File: src/rtl/moving_sum_inverse.sv
// rtl/moving_sum_inverse.sv - recovers raw samples from a sliding-window running-sum stream
module moving_sum_inverse #(
  parameter int N          = 15,
  parameter int DATA_WIDTH = 10,
  parameter int SUM_WIDTH  = DATA_WIDTH + 4
) (
  input  logic                         i_clk,
  input  logic                         i_rst,
  input  logic                         i_sum_valid,
  input  logic signed [SUM_WIDTH-1:0]  i_sum_in,
  output logic                         o_dout_valid,
  output logic signed [DATA_WIDTH-1:0] o_dout,
  output logic                         o_primed,
  output logic                         o_ovf
);

  localparam int DW = DATA_WIDTH;
  localparam int WW = SUM_WIDTH + 2;
  localparam int CW = $clog2(N + 1);
  localparam logic [CW-1:0] CNT_FULL = CW'(N);
  localparam logic signed [WW-1:0] MAXV = {{(WW-DW+1){1'b0}}, {(DW-1){1'b1}}};
  localparam logic signed [WW-1:0] MINV = {{(WW-DW+1){1'b1}}, {(DW-1){1'b0}}};

  logic signed [DW-1:0]        r_hist [N];
  logic signed [SUM_WIDTH-1:0] r_s_prev;
  logic [CW-1:0]               r_cnt;
  logic signed [DW-1:0]        r_dout;
  logic                        r_dout_valid;
  logic                        r_ovf;

  logic signed [WW-1:0] w_sum_ext;
  logic signed [WW-1:0] w_prev_ext;
  logic signed [WW-1:0] w_old_ext;
  logic signed [WW-1:0] w_d;
  logic signed [DW-1:0] w_x;
  logic                 w_sat;

  // Wide intermediate keeps the difference exact; clamping is the only alteration.
  assign w_sum_ext  = {{2{i_sum_in[SUM_WIDTH-1]}}, i_sum_in};
  assign w_prev_ext = {{2{r_s_prev[SUM_WIDTH-1]}}, r_s_prev};
  assign w_old_ext  = {{(WW-DW){r_hist[N-1][DW-1]}}, r_hist[N-1]};
  assign w_d        = w_sum_ext - w_prev_ext + w_old_ext;

  always_comb begin
    w_x   = w_d[DW-1:0];
    w_sat = 1'b0;
    if (w_d > MAXV) begin
      w_x   = MAXV[DW-1:0];
      w_sat = 1'b1;
    end else if (w_d < MINV) begin
      w_x   = MINV[DW-1:0];
      w_sat = 1'b1;
    end
  end

  always_ff @(posedge i_clk or posedge i_rst) begin
    if (i_rst) begin
      for (int i = 0; i < N; i++) r_hist[i] <= '0;
      r_s_prev     <= '0;
      r_cnt        <= '0;
      r_dout       <= '0;
      r_dout_valid <= 1'b0;
      r_ovf        <= 1'b0;
    end else begin
      r_dout_valid <= i_sum_valid;
      if (i_sum_valid) begin
        for (int i = N - 1; i > 0; i--) r_hist[i] <= r_hist[i-1];
        r_hist[0] <= w_x;
        r_dout    <= w_x;
        r_s_prev  <= i_sum_in;
        if (r_cnt != CNT_FULL) r_cnt <= r_cnt + 1'b1;
        if (w_sat) r_ovf <= 1'b1;
      end
    end
  end

  assign o_dout       = r_dout;
  assign o_dout_valid = r_dout_valid;
  assign o_ovf        = r_ovf;
  assign o_primed     = (r_cnt == CNT_FULL);

endmodule

File: config.mk
export PLATFORM = sky130hd
export DESIGN_NAME = moving_sum_inverse
export DESIGN_NICKNAME = d
export VERILOG_FILES = /design/src/rtl/moving_sum_inverse.sv
export SDC_FILE = /design/constraint.sdc
export NUM_CORES = 1
export LEC_CHECK = 0
export CORE_MARGIN = 1
export CORE_UTILIZATION = 33
export CTS_CLUSTER_SIZE = 10
export DETAILED_ROUTE_END_ITERATION = 8
export PLACE_DENSITY = 0.51
export RECOVER_POWER = 25
export SYNTH_ARGS = -nofsm -noshare
export SYNTH_HDL_FRONTEND = slang
export SYNTH_SLANG_ARGS = --single-unit
export TNS_END_PERCENT = 100
File: constraint.sdc
create_clock -name i_clk -period 9.1 [get_ports i_clk]
set_input_delay 2.73 -clock i_clk [delete_from_list [all_inputs] [get_ports i_clk]]
set_output_delay 2.73 -clock i_clk [all_outputs]
set_load 0.02 [all_outputs]
Word level (Yosys, flattened, before mapping)
Index checks and enable logic that the tools add are counted.
- input port bits: 17
- word-level logic and storage cells: 32
- flip-flop bits (word level): 170
- output and inout bits: 13
- reductions and logical operators: 2
- magnitude comparators: 2
- mux-type cells: 4
- add/subtract/negate cells: 3
- equality and inequality tests: 2
- operators with widths (cell ; count):
    2-to-1 mux 10 bit ; 2
    adder 15 x 10 -> 16 bit ; 1
    greater-than comparator 16 x 10 -> 1 bit, second input constant ; 1
    less-than comparator 16 x 10 -> 1 bit, second input constant ; 1
    subtractor 14 x 14 -> 15 bit ; 1
    adder 4 x 1 -> 4 bit, second input constant ; 1
    == test 4 bit, second input constant ; 1
    != test 4 bit, second input constant ; 1
    AND reduction 2 bit ; 2
    2-to-1 mux 1 bit ; 2

Longest topological paths before layout
- depth in word-level cells: 6
- mapped depth: 14
- depth with buffers taken out: 13

Worst setup path after synthesis
No wires, ideal clock.
- path type: input port to flip-flop
- start point: in i_sum_in[6]
- end point: reg r_ovf (netlist: o_ovf)
- library setup time: 0.124 ns
- buffers on the path: 1
- stages on the path: 13
- required time: 8.976 ns
- path slack: 3.546 ns
- arrival: 5.430 ns
- path through: inv_1 > fa_1 > inv_1 > ha_1 > a21oi_2 > o211ai_1 > o211a_1 > or3_1 > xor2_1 > nand3_1 > o41a_1 > buf_2 > a211o_1
- cells in the longest elaborated chain, start to end: 6
- elaborated cells on any way between the ends: 7
- classes of those cells: add/sub (2); order compare (2); mux (2); reduce/logical (1)
- ends and longest elaborated chain (element ; RTL line ; source):
    start: declaration ; 10 ; input logic signed [SUM_WIDTH-1:0] i_sum_in,
    subtractor 14 x 14 -> 15 bit (*) ; 42 ; assign w_d = w_sum_ext - w_prev_ext + w_old_ext;
    adder 15 x 10 -> 16 bit (*) ; 42 ;
    less-than comparator 16 x 10 -> 1 bit ; 50 ; end else if (w_d < MINV) begin
    2-to-1 mux 1 bit ; 50 ;
    2-to-1 mux 1 bit (*) ; 47 ; if (w_d > MAXV) begin
    AND reduction 2 bit (no source line) (*) ; n/a ;
    end signal: assignment ; 63 ; r_ovf <= 1'b0;
    end signal: assignment ; 72 ; if (w_sat) r_ovf <= 1'b1;
    end: declaration ; 29 ; logic r_ovf;
Every way passes the cells marked *; elsewhere a longest branch is shown, timed or not.
A chain may end at the register's enable or synchronous reset.

Worst setup path in the final report
- start point: in i_sum_in[8]
- end point: reg r_ovf (netlist: o_ovf)
Same word-level chain as after synthesis.

==> metrics.md <==
| Metric | Value |
|---|---|
| Status | `finished clean` |
| Max_slew headroom | `31.0%` |
| Startpoint types | `primary input` |
| Max Slew Vio Count | `0` |
| Diode count | `0` |
| CTS Buf Count | `17` |
| Top FF cell, synth | `dfrtp_1` |
| GR Util All Layers | `11.8%` |
| Largest stage delay, worst path | `0.57 ns` |
| DR iter-0 viols | `245` |
| # IOs | `30` |
| Pwr dens | `363 nW/um2` |
| Worst R2R Start | `r_hist[1]$_DFFE_PP0P_` |
| Cell family contributing the most delay on the critical path | `compound AO/OA/AOI/OAI gates` |
| Fmax | `0.168 GHz` |
| Vias | `4,237` |
| DRT Pass-1 Iters | `4` |
| Vias in the first global route | `4,310` |
| Wire length of the first global-routing pass | `22,400 um` |
| Final WL | `12,600 um` |
| CP max-delay cell | `o41a_1` |
| Row cnt | `55` |
| # hold bufs at CTS | `0` |
| Core area | `22,800 um2` |
| Port buffer count | `29` |
| CP most frequent cell | `inv_1` |
| Dpl cells | `896` |
| CP startpoint | `i_sum_in[8]` |
| Setup crit end | `o_ovf$_DFFE_PP0P_` |
| Mapped Avg Cell Area | `13.2 um2` |
| Share of layout cells above drive strength 1 | `32.0%` |
| R2r endpoint | `o_ovf$_DFFE_PP0P_` |
| Fin area | `8850 um2` |
| Setup tns final | `0 ns` |
| Final min period | `5.94 ns` |
| Worst path cell trace | `clkdlybuf4s50_1 -> inv_1 -> fa_1 -> inv_1 -> ha_1 -> a21oi_1 -> o21ai_1 -> a221oi_1 -> o21ai_2 -> xnor2_1 -> o41a_1 -> a211o_1` |
| Leading cell type in the layout, fill and taps excluded | `dfrtp_1` |
| WP depth | `12` |
| Detail Route Antenna Nets | `0` |
| Final std cells w/o fill | `928` |
| Root buf cell | `clkbuf_16` |
| Fin. Hold Viols | `0` |
| Clock sinks | `170` |
| Net Count, Synth | `635` |
| Clk Latency, worst-skew pair | `0.42 ns` |
| Leakage | `0.00379 uW` |
| Clk slew on worst S/H paths | `0.07 ns` |
| Number of enable flip-flop cells after synthesis | `0` |
| YS warnings | `0` |
| Final setup violating endpoints | `0` |
| Initial antenna violation count | `0` |
| Hpwl dp | `8200 um` |
| Setup slack, reg-to-reg | `5.57 ns` |
| Placement Setup Slack | `2.80 ns` |
| Clock skew | `0.00628 ns` |
| Count of state elements after synthesis | `170` |
| Placer congestion estimate | `0.835` |
| Die H | `155 um` |
| Worst EP arrival | `6.24 ns` |
| # Post-CTS Setup Buffers | `0` |
| Fillcell total | `2,142` |
| Async SR Flop Fraction | `100%` |
| Area post-placement | `8250 um2` |
| Largest net degree at the start of global routing | `119` |
| Initial Util | `33.9%` |
| Worst VDD drop | `0.131 mV` |
| Crit share post-route | `65.2%` |
| Synth cell types | `51` |
| Cells after Synth | `587` |
| Max-Cap Viols | `0` |
| Remaining Overflow, GRT | `0` |
| Reg2reg path depth | `9` |
| CP Data Required Time | `9.40 ns` |
| Cts repair resizes | `0` |
| Nets | `650` |
| Most frequent cells in the layout | `dfrtp_1 (170), mux2_2 (146), inv_1 (51), nand2_1 (31), clkdlybuf4s50_1 (28)` |
| Post-DR vias/cell | `4.57` |
| Min-Delay Path Class | `reg2reg` |
| Worst slew pin tran | `1.03 ns` |
| H-tree levels | `4` |
| CP Buf/Inv Count | `3` |
| Setup WS post-layout | `3.16 ns` |
| Seq/Total Area, Yosys | `55.1%` |
| CP Class | `in2reg` |
| RSZ-0062 raised after global routing | `no` |
| CP max FO | `10` |
| Residual DRC count | `0` |
| Die area | `24,000 um2` |
| CTS tree | `done` |
| Chip width | `155 um` |
| Netlist Area Pre-Place | `7730 um2` |
| Area delta synth->final | `14.6%` |
| CP endpoint kind | `register` |
| Wire per inst | `13.6 um` |
| Clock Tree Buf Depth | `2` |
| Final standard cell utilization of the core | `38.9%` |
[area by class of cell]
cell class              instances  area, um2  area share [%]
clock buffers                  18        439            4.96
inverters                      52        200            2.26
clock inverters                14        165            1.87
flip-flops and latches        170       4250            48.0
well taps                     313        392            4.42
multi-input cells             330       3100            35.0
repair buffers                 31        307            3.46
[power breakdown]
part / internal, uW / switching [uW]
sequential: 1110 / 186
combinational: 590 / 601
clock: 419 / 312
total: 2110 / 1100
[cell families after synthesis]
family          after synthesis  synth area share, %
flops                       170                 55.1
mux                         148                 21.5
buf+inv                      87                 4.86
simple gates                 82                 5.34
compound gates               58                 5.57
fa+ha+maj                    31                 6.38
xor+xnor                     11                 1.25
[flip-flops by register name (all words and copies together) (netlist names)]
signal / flops
o_dout: 10
o_dout_valid: 1
r_hist: 140
o_ovf: 1
r_cnt: 4
r_s_prev: 14
[layer usage]
layer | wire (um) | GRT usage [%]
met1 | 6490 | 17.2
met2 | 5330 | 16.5
met3 | 617 | 3.37
met4 | 188 | 3.96
met5 | 0 | 0
[stage by stage]
step | hold WS [ns] | power [uW]
floorplan | 0.449 | 2230
global placement | 0.471 | 2460
detailed placement | 0.467 | 2490
CTS | 0.482 | 3250
global route | 0.514 | 3460
finish | 0.479 | 3210
[synthesized netlist by cell type (all sizes together) (2+ instances only)]
library cell    n  area (um2)
a211oi          5        47.5
ha             17         213
o211a           2        20.0
and3            3        18.8
inv            52         195
dfrtp         170        4250
nand4           5        31.3
a221oi          2        17.5
nand2          31         116
buf            16         109
o21ai          16        83.8
o22ai           7        50.1
nor2b           5        31.3
a21oi          13        72.6
nor2           15        56.3
xnor2           8        70.1
or3             3        23.8
fa             14         280
xor2            3        26.3
nand3           9        55.1
mux2          146        1640
a21o            2        15.0
nor3            3        15.0
clkbuf         19        71.3
mux2i           2        20.0
and2            4        25.0
[worst min path at each step]
stage	endpoint	slack, ns	cells after the start	start
detailed placement	r_hist[4]$_DFFE_PP0P_	0.47	2	r_hist[14]$_DFFE_PP0P_
global route	r_hist[5]$_DFFE_PP0P_	0.51	2	r_hist[15]$_DFFE_PP0P_
global placement	r_hist[4]$_DFFE_PP0P_	0.47	2	r_hist[14]$_DFFE_PP0P_
floorplan	r_hist[0]$_DFFE_PP0P_	0.45	2	r_hist[10]$_DFFE_PP0P_
CTS	r_hist[4]$_DFFE_PP0P_	0.48	2	r_hist[14]$_DFFE_PP0P_
finish	r_hist[4]$_DFFE_PP0P_	0.48	2	r_hist[14]$_DFFE_PP0P_
[worst register-to-register path, stage by stage, from the launching register on]
cell      delay [ns]
dfrtp_1         0.41
fa_1            0.53
fa_1            0.47
a21oi_1         0.33
o22ai_2         0.20
a221oi_1        0.34
xnor2_1         0.22
nand3_1         0.13
o41a_1          0.47
a211o_1         0.32
Power figures use the tool's default switching activity.
